[src/rtl/node_packet_sink_pkg.sv]
// Shared configuration for the packet sink: mesh size, packet layout, sink FSM states.
package node_packet_sink_pkg;

  localparam int unsigned X_NODES           = 4;
  localparam int unsigned Y_NODES           = 4;
  localparam int unsigned INPUT_QUEUE_DEPTH = 4;
  localparam int unsigned MAX_MEMORIES      = 4;

  localparam int unsigned XW = $clog2(X_NODES);
  localparam int unsigned YW = $clog2(Y_NODES);
  localparam int unsigned MW = $clog2(MAX_MEMORIES + 1);

  typedef struct packed {
    logic [XW-1:0]              x_source;
    logic [YW-1:0]              y_source;
    logic [XW-1:0]              x_dest;
    logic [YW-1:0]              y_dest;
    logic                       ant;
    logic                       backward;
    logic [31:0]                timestamp;
    logic [MW-1:0]              num_memories;
    logic [MAX_MEMORIES*XW-1:0] x_memory;
    logic [MAX_MEMORIES*YW-1:0] y_memory;
    logic [MAX_MEMORIES*XW-1:0] b_x_memory;
    logic [MAX_MEMORIES*YW-1:0] b_y_memory;
    logic [MW-1:0]              b_num_memories;
    logic [15:0]                payload;
  } packet_t;

  typedef enum logic [1:0] {
    StIdle,
    StCheck,
    StRespond
  } sink_state_e;

  // Saturating 16-bit increment shared by all event counters.
  function automatic logic [15:0] sat_inc16(input logic [15:0] v);
    return (v == 16'hFFFF) ? v : v + 16'd1;
  endfunction

endpackage

[src/rtl/packet_fifo.sv]
// Ejection buffer: power-of-two circular FIFO of packets with registered occupancy.
module packet_fifo
  import node_packet_sink_pkg::*;
#(
  parameter int unsigned DEPTH = INPUT_QUEUE_DEPTH,
  localparam int unsigned AW   = (DEPTH > 1) ? $clog2(DEPTH) : 1,
  localparam int unsigned CntW = $clog2(DEPTH + 1)
) (
  input  logic            clk,
  input  logic            reset_n,
  input  logic            push_i,
  input  packet_t         wdata_i,
  input  logic            pop_i,
  output packet_t         rdata_o,
  output logic            full_o,
  output logic            empty_o,
  output logic [CntW-1:0] count_o
);

  packet_t         mem_q [DEPTH];
  packet_t         mem_d [DEPTH];
  logic [AW-1:0]   wr_ptr_q, wr_ptr_d;
  logic [AW-1:0]   rd_ptr_q, rd_ptr_d;
  logic [CntW-1:0] count_q, count_d;
  logic            push_ok, pop_ok;

  assign full_o  = (count_q == CntW'(DEPTH));
  assign empty_o = (count_q == '0);
  assign count_o = count_q;
  assign rdata_o = mem_q[rd_ptr_q];

  // A push into a full FIFO or a pop from an empty one is silently dropped.
  assign push_ok = push_i && !full_o;
  assign pop_ok  = pop_i && !empty_o;

  // Next-state: storage write, pointer advance, occupancy push minus pop.
  always_comb begin
    mem_d    = mem_q;
    wr_ptr_d = wr_ptr_q;
    rd_ptr_d = rd_ptr_q;
    if (push_ok) begin
      mem_d[wr_ptr_q] = wdata_i;
      wr_ptr_d        = wr_ptr_q + AW'(1);
    end
    if (pop_ok) begin
      rd_ptr_d = rd_ptr_q + AW'(1);
    end
    count_d = count_q + CntW'(push_ok) - CntW'(pop_ok);
  end

  // State registers with synchronous active-low reset.
  always_ff @(posedge clk) begin
    if (!reset_n) begin
      mem_q    <= '{default: '0};
      wr_ptr_q <= '0;
      rd_ptr_q <= '0;
      count_q  <= '0;
    end else begin
      mem_q    <= mem_d;
      wr_ptr_q <= wr_ptr_d;
      rd_ptr_q <= rd_ptr_d;
      count_q  <= count_d;
    end
  end

endmodule

[src/rtl/node_packet_sink.sv]
// Packet sink for one mesh node: buffers ejected packets, keeps delivery statistics and
// turns forward ants addressed here into backward ants for re-injection.
module node_packet_sink
  import node_packet_sink_pkg::*;
#(
  parameter int          X_POS      = 0,
  parameter int          Y_POS      = 0,
  parameter int unsigned FIFO_DEPTH = INPUT_QUEUE_DEPTH
) (
  input  logic        clk,
  input  logic        reset_n,
  input  packet_t     i_data,
  input  logic        i_data_val,
  output logic        o_en,
  input  logic [31:0] i_now,
  output packet_t     o_resp,
  output logic        o_resp_val,
  input  logic        i_resp_en,
  output logic [15:0] o_rx_count,
  output logic [15:0] o_err_count,
  output logic [31:0] o_lat_sum,
  output logic [15:0] o_lat_max,
  output logic [15:0] o_ant_count
);

  localparam int unsigned CntW = $clog2(FIFO_DEPTH + 1);
  localparam logic [XW-1:0] XPos = XW'(X_POS);
  localparam logic [YW-1:0] YPos = YW'(Y_POS);

  sink_state_e     state_q, state_d;
  packet_t         held_q, held_d;
  packet_t         resp_q, resp_d;
  logic [15:0]     rx_q, rx_d;
  logic [15:0]     err_q, err_d;
  logic [31:0]     lat_sum_q, lat_sum_d;
  logic [15:0]     lat_max_q, lat_max_d;
  logic [15:0]     ant_q, ant_d;

  packet_t         fifo_rdata;
  logic            fifo_full, fifo_empty, fifo_pop;
  logic [CntW-1:0] fifo_count;
  logic            unused_fifo_full;

  logic [15:0]     lat;
  logic [32:0]     lat_sum_ext;
  logic            dest_match;

  // Ready depends only on the registered occupancy, never on i_data_val.
  assign o_en             = (fifo_count < CntW'(FIFO_DEPTH));
  assign fifo_pop         = (state_q == StIdle) && !fifo_empty;
  assign unused_fifo_full = fifo_full;

  packet_fifo #(
    .DEPTH (FIFO_DEPTH)
  ) u_fifo (
    .clk     (clk),
    .reset_n (reset_n),
    .push_i  (i_data_val && o_en),
    .wdata_i (i_data),
    .pop_i   (fifo_pop),
    .rdata_o (fifo_rdata),
    .full_o  (fifo_full),
    .empty_o (fifo_empty),
    .count_o (fifo_count)
  );

  // Latency wraps on the low 16 bits so a timestamp near rollover still measures correctly.
  assign lat         = i_now[15:0] - held_q.timestamp[15:0];
  assign lat_sum_ext = {1'b0, lat_sum_q} + {17'd0, lat};
  assign dest_match  = (held_q.x_dest == XPos) && (held_q.y_dest == YPos);

  // FSM next-state, statistics update and backward-ant construction.
  always_comb begin
    state_d   = state_q;
    held_d    = held_q;
    resp_d    = resp_q;
    rx_d      = rx_q;
    err_d     = err_q;
    lat_sum_d = lat_sum_q;
    lat_max_d = lat_max_q;
    ant_d     = ant_q;
    case (state_q)
      StIdle: begin
        if (!fifo_empty) begin
          held_d  = fifo_rdata;
          state_d = StCheck;
        end
      end
      StCheck: begin
        rx_d      = sat_inc16(rx_q);
        lat_sum_d = lat_sum_ext[32] ? 32'hFFFF_FFFF : lat_sum_ext[31:0];
        lat_max_d = (lat > lat_max_q) ? lat : lat_max_q;
        if (!dest_match) begin
          err_d = sat_inc16(err_q);
        end
        if (held_q.ant && !held_q.backward && dest_match) begin
          resp_d                = held_q;
          resp_d.x_source       = held_q.x_dest;
          resp_d.y_source       = held_q.y_dest;
          resp_d.x_dest         = held_q.x_source;
          resp_d.y_dest         = held_q.y_source;
          resp_d.backward       = 1'b1;
          resp_d.b_x_memory     = held_q.x_memory;
          resp_d.b_y_memory     = held_q.y_memory;
          resp_d.b_num_memories = held_q.num_memories;
          resp_d.timestamp      = i_now;
          state_d               = StRespond;
        end else begin
          state_d = StIdle;
        end
      end
      StRespond: begin
        if (i_resp_en) begin
          ant_d   = sat_inc16(ant_q);
          resp_d  = '0;
          state_d = StIdle;
        end
      end
      default: state_d = StIdle;
    endcase
  end

  // State registers; reset drops any held packet without counting it.
  always_ff @(posedge clk) begin
    if (!reset_n) begin
      state_q   <= StIdle;
      held_q    <= '0;
      resp_q    <= '0;
      rx_q      <= '0;
      err_q     <= '0;
      lat_sum_q <= '0;
      lat_max_q <= '0;
      ant_q     <= '0;
    end else begin
      state_q   <= state_d;
      held_q    <= held_d;
      resp_q    <= resp_d;
      rx_q      <= rx_d;
      err_q     <= err_d;
      lat_sum_q <= lat_sum_d;
      lat_max_q <= lat_max_d;
      ant_q     <= ant_d;
    end
  end

  assign o_resp_val  = (state_q == StRespond);
  assign o_resp      = o_resp_val ? resp_q : '0;
  assign o_rx_count  = rx_q;
  assign o_err_count = err_q;
  assign o_lat_sum   = lat_sum_q;
  assign o_lat_max   = lat_max_q;
  assign o_ant_count = ant_q;

endmodule

[config.mk]
export PLATFORM = sky130hd
export DESIGN_NAME = node_packet_sink
export DESIGN_NICKNAME = d
export VERILOG_FILES = /design/src/rtl/node_packet_sink_pkg.sv /design/src/rtl/packet_fifo.sv /design/src/rtl/node_packet_sink.sv
export SDC_FILE = /design/constraint.sdc
export NUM_CORES = 1
export LEC_CHECK = 0
export BUFFER_PORTS_ARGS = -buffer_cell sky130_fd_sc_hd__buf_2
export CAP_MARGIN = 20
export CORE_MARGIN = 2
export CORE_UTILIZATION = 30
export CTS_CLUSTER_DIAMETER = 30
export CTS_CLUSTER_SIZE = 28
export DETAILED_ROUTE_END_ITERATION = 10
export PLACE_DENSITY_LB_ADDON = 0.12
export SLEW_MARGIN = 20
export SYNTH_ARGS = -nofsm -noshare
export SYNTH_HDL_FRONTEND = slang
export SYNTH_HIERARCHICAL = 1
export SYNTH_SLANG_ARGS = --single-unit
[constraint.sdc]
create_clock -name clk -period 14.8 [get_ports clk]
set_clock_uncertainty 0.2 [all_clocks]
set_input_delay 3.7 -clock clk [delete_from_list [all_inputs] [get_ports clk]]
set_output_delay 3.7 -clock clk [all_outputs]
set_load 0.02 [all_outputs]
==> flow_summary.toml <==
[grt]
globalRouteOverflowTotal = 0
grt_pass1_vias = 18418
grt_usage = 0.175
grt_pass1_wl_um = 106000
antenna_found_initial = 3
grt_max_degree = 112

[clocking]
cts_setup_buffers = 0
cts_inserted_buffers = 133
clock-sinks = 487
cts_root_buffer = "clkbuf_16"
clock_latency_ps = 690
cts_tree = "built"
clkTransAtPathRegs_ps = 40
cts.htree.levels = 4
cts_buffer_depth = 3
hold_buffers = 0
cts_resized = 0

[layout]
seq_area_um2 = 9760
final_common_cell = "nand2_1"
fill_cells = 7525
nNetsFinal = 2882
final_cell_mix = "nand2_1, dfxtp_1, buf_2, mux2i_1, a21oi_1"
num_antenna_cells = 0
multi_input_area_um2 = 11500
synthToLayoutAreaGrowth_pct = 28.1
final_layout_size_suffix_gt1_frac = 0.223

[detailed_routing]
dr_total_vias = 18262
remaining_drc_errors = 0
drtAntennaViolNets = 0
via_per_inst = 4.85
drt-pass1-iter-count = 5
wl_per_cell_um = 18.1
detail_route.iter0.violations = 1004
drt-total-wl_um = 68100

[synth]
synth_warnings = 6
syn_nets = 2640
syn_inst = 2448
syn_area_um2 = 22500
syn_area_per_cell_um2 = 9.19

[die]
num_rows = 100
io_pins = 326
core_area_um2 = 74300
die_h_um = 278
dieArea_um2 = 77200
die_w_um = 278
start_util = 0.303

[timing]
relSlewSlack = 0.336
setup_viol = 0
slew_viol_final = 0
min_period_ps = 7790
fmaxAchievable_mhz = 128
rsz0062_at_grt = "false"
finalHoldViolCount = 0
fin_tns_setup_ps = 0
tightest_slew_ps = 996
setup_ws_ps = 7010
fin_crit_sh = 0.526

[setup_path]
worst_setup_path_end_kind = "register"
crit_type = "input pin to register"
worst_ep_arrival_time_ps = 8140
cp_max_fo = 9
startpoint_type = "input pin"
required_ps = 15150

[placement]
place.gp.congestion = 0.809
dp_hpwl_um = 44600
port_buffers = 290
dpl_worst_slack_ps = 6410

[run_status]
status = "complete, no violations"

[power_and_ir_drop]
power.density_nw_per_um2 = 188
leakage_nw = 11.3
vdd_drop_max_uv = 114
finalPower_mw = 5.42

[hold_path]
hold_class = "register to register"

[flow_run]
maxCapViolCount = 0
power by group:
part / total, mW / switching (mW) / internal [mW]
Clock: 2.81 / 0.856 / 1.95
Sequential: 1.54 / 0.103 / 1.44
Combinational: 1.07 / 0.667 / 0.401
registers in the layout (all words and copies together) (netlist names):
register,flops
u_fifo/wr_ptr_q,2
o_lat_max,16
held_q,61
o_rx_count,16
resp_q,77
o_lat_sum,32
state_q,2
o_err_count,16
u_fifo/rd_ptr_q,2
u_fifo/mem_q,244
u_fifo/count_o,3
o_ant_count,16
critical path, cell delays in order:
cell	delay, ps
buf_2	120
inv_1	60
ha_1	160
inv_1	60
fa_1	390
a21o_1	210
a31oi_1	240
o31a_1	180
a21oi_1	100
a31oi_1	380
xnor2_1	170
ha_1	310
nand4_1	120
or2_2	330
nor2_1	220
inv_1	90
o21ai_1	530
buf_4	270
nor2_1	110
a311o_1	370
worst paths after layout:
kind / startpoint / end / slack [ps] / cells past startpoint
min reg2reg: resp_q[94] / resp_q[94] / 240 / 1
max reg2reg: held_q[54] / o_lat_max[14] / 9840 / 18
max: i_now[0] / o_lat_max[14] / 7010 / 20
min: resp_q[94] / resp_q[94] / 240 / 1
routing by layer:
layer,share of wire,global-route usage,up-vias,wire [um]
li1,-,-,8890,-
met1,0.48,0.240,8822,32900
met2,0.44,0.267,429,30200
met3,0.048,0.0392,117,3280
met4,0.024,0.0672,4,1640
met5,0.00038,0,-,26
layout make-up:
class	count	area share
Timing Repair Buffer	315	0.0572
Clock inverter	47	0.0200
Sequential cell	487	0.339
Tap cell	969	0.0421
Inverter	49	0.00660
Multi-Input combinational cell	1704	0.399
Clock buffer	195	0.137
through the flow:
step	utilization	instance area (um^2)	std cells	hold WS, ps
CTS	0.388	28800	3766	251
global placement	0.327	24300	3524	237
finish	0.388	28800	3766	245
detailed placement	0.327	24300	3524	240
floorplan	-	22500	2448	221
global route	0.388	28800	3766	262
(Power assumes the default switching activity.)
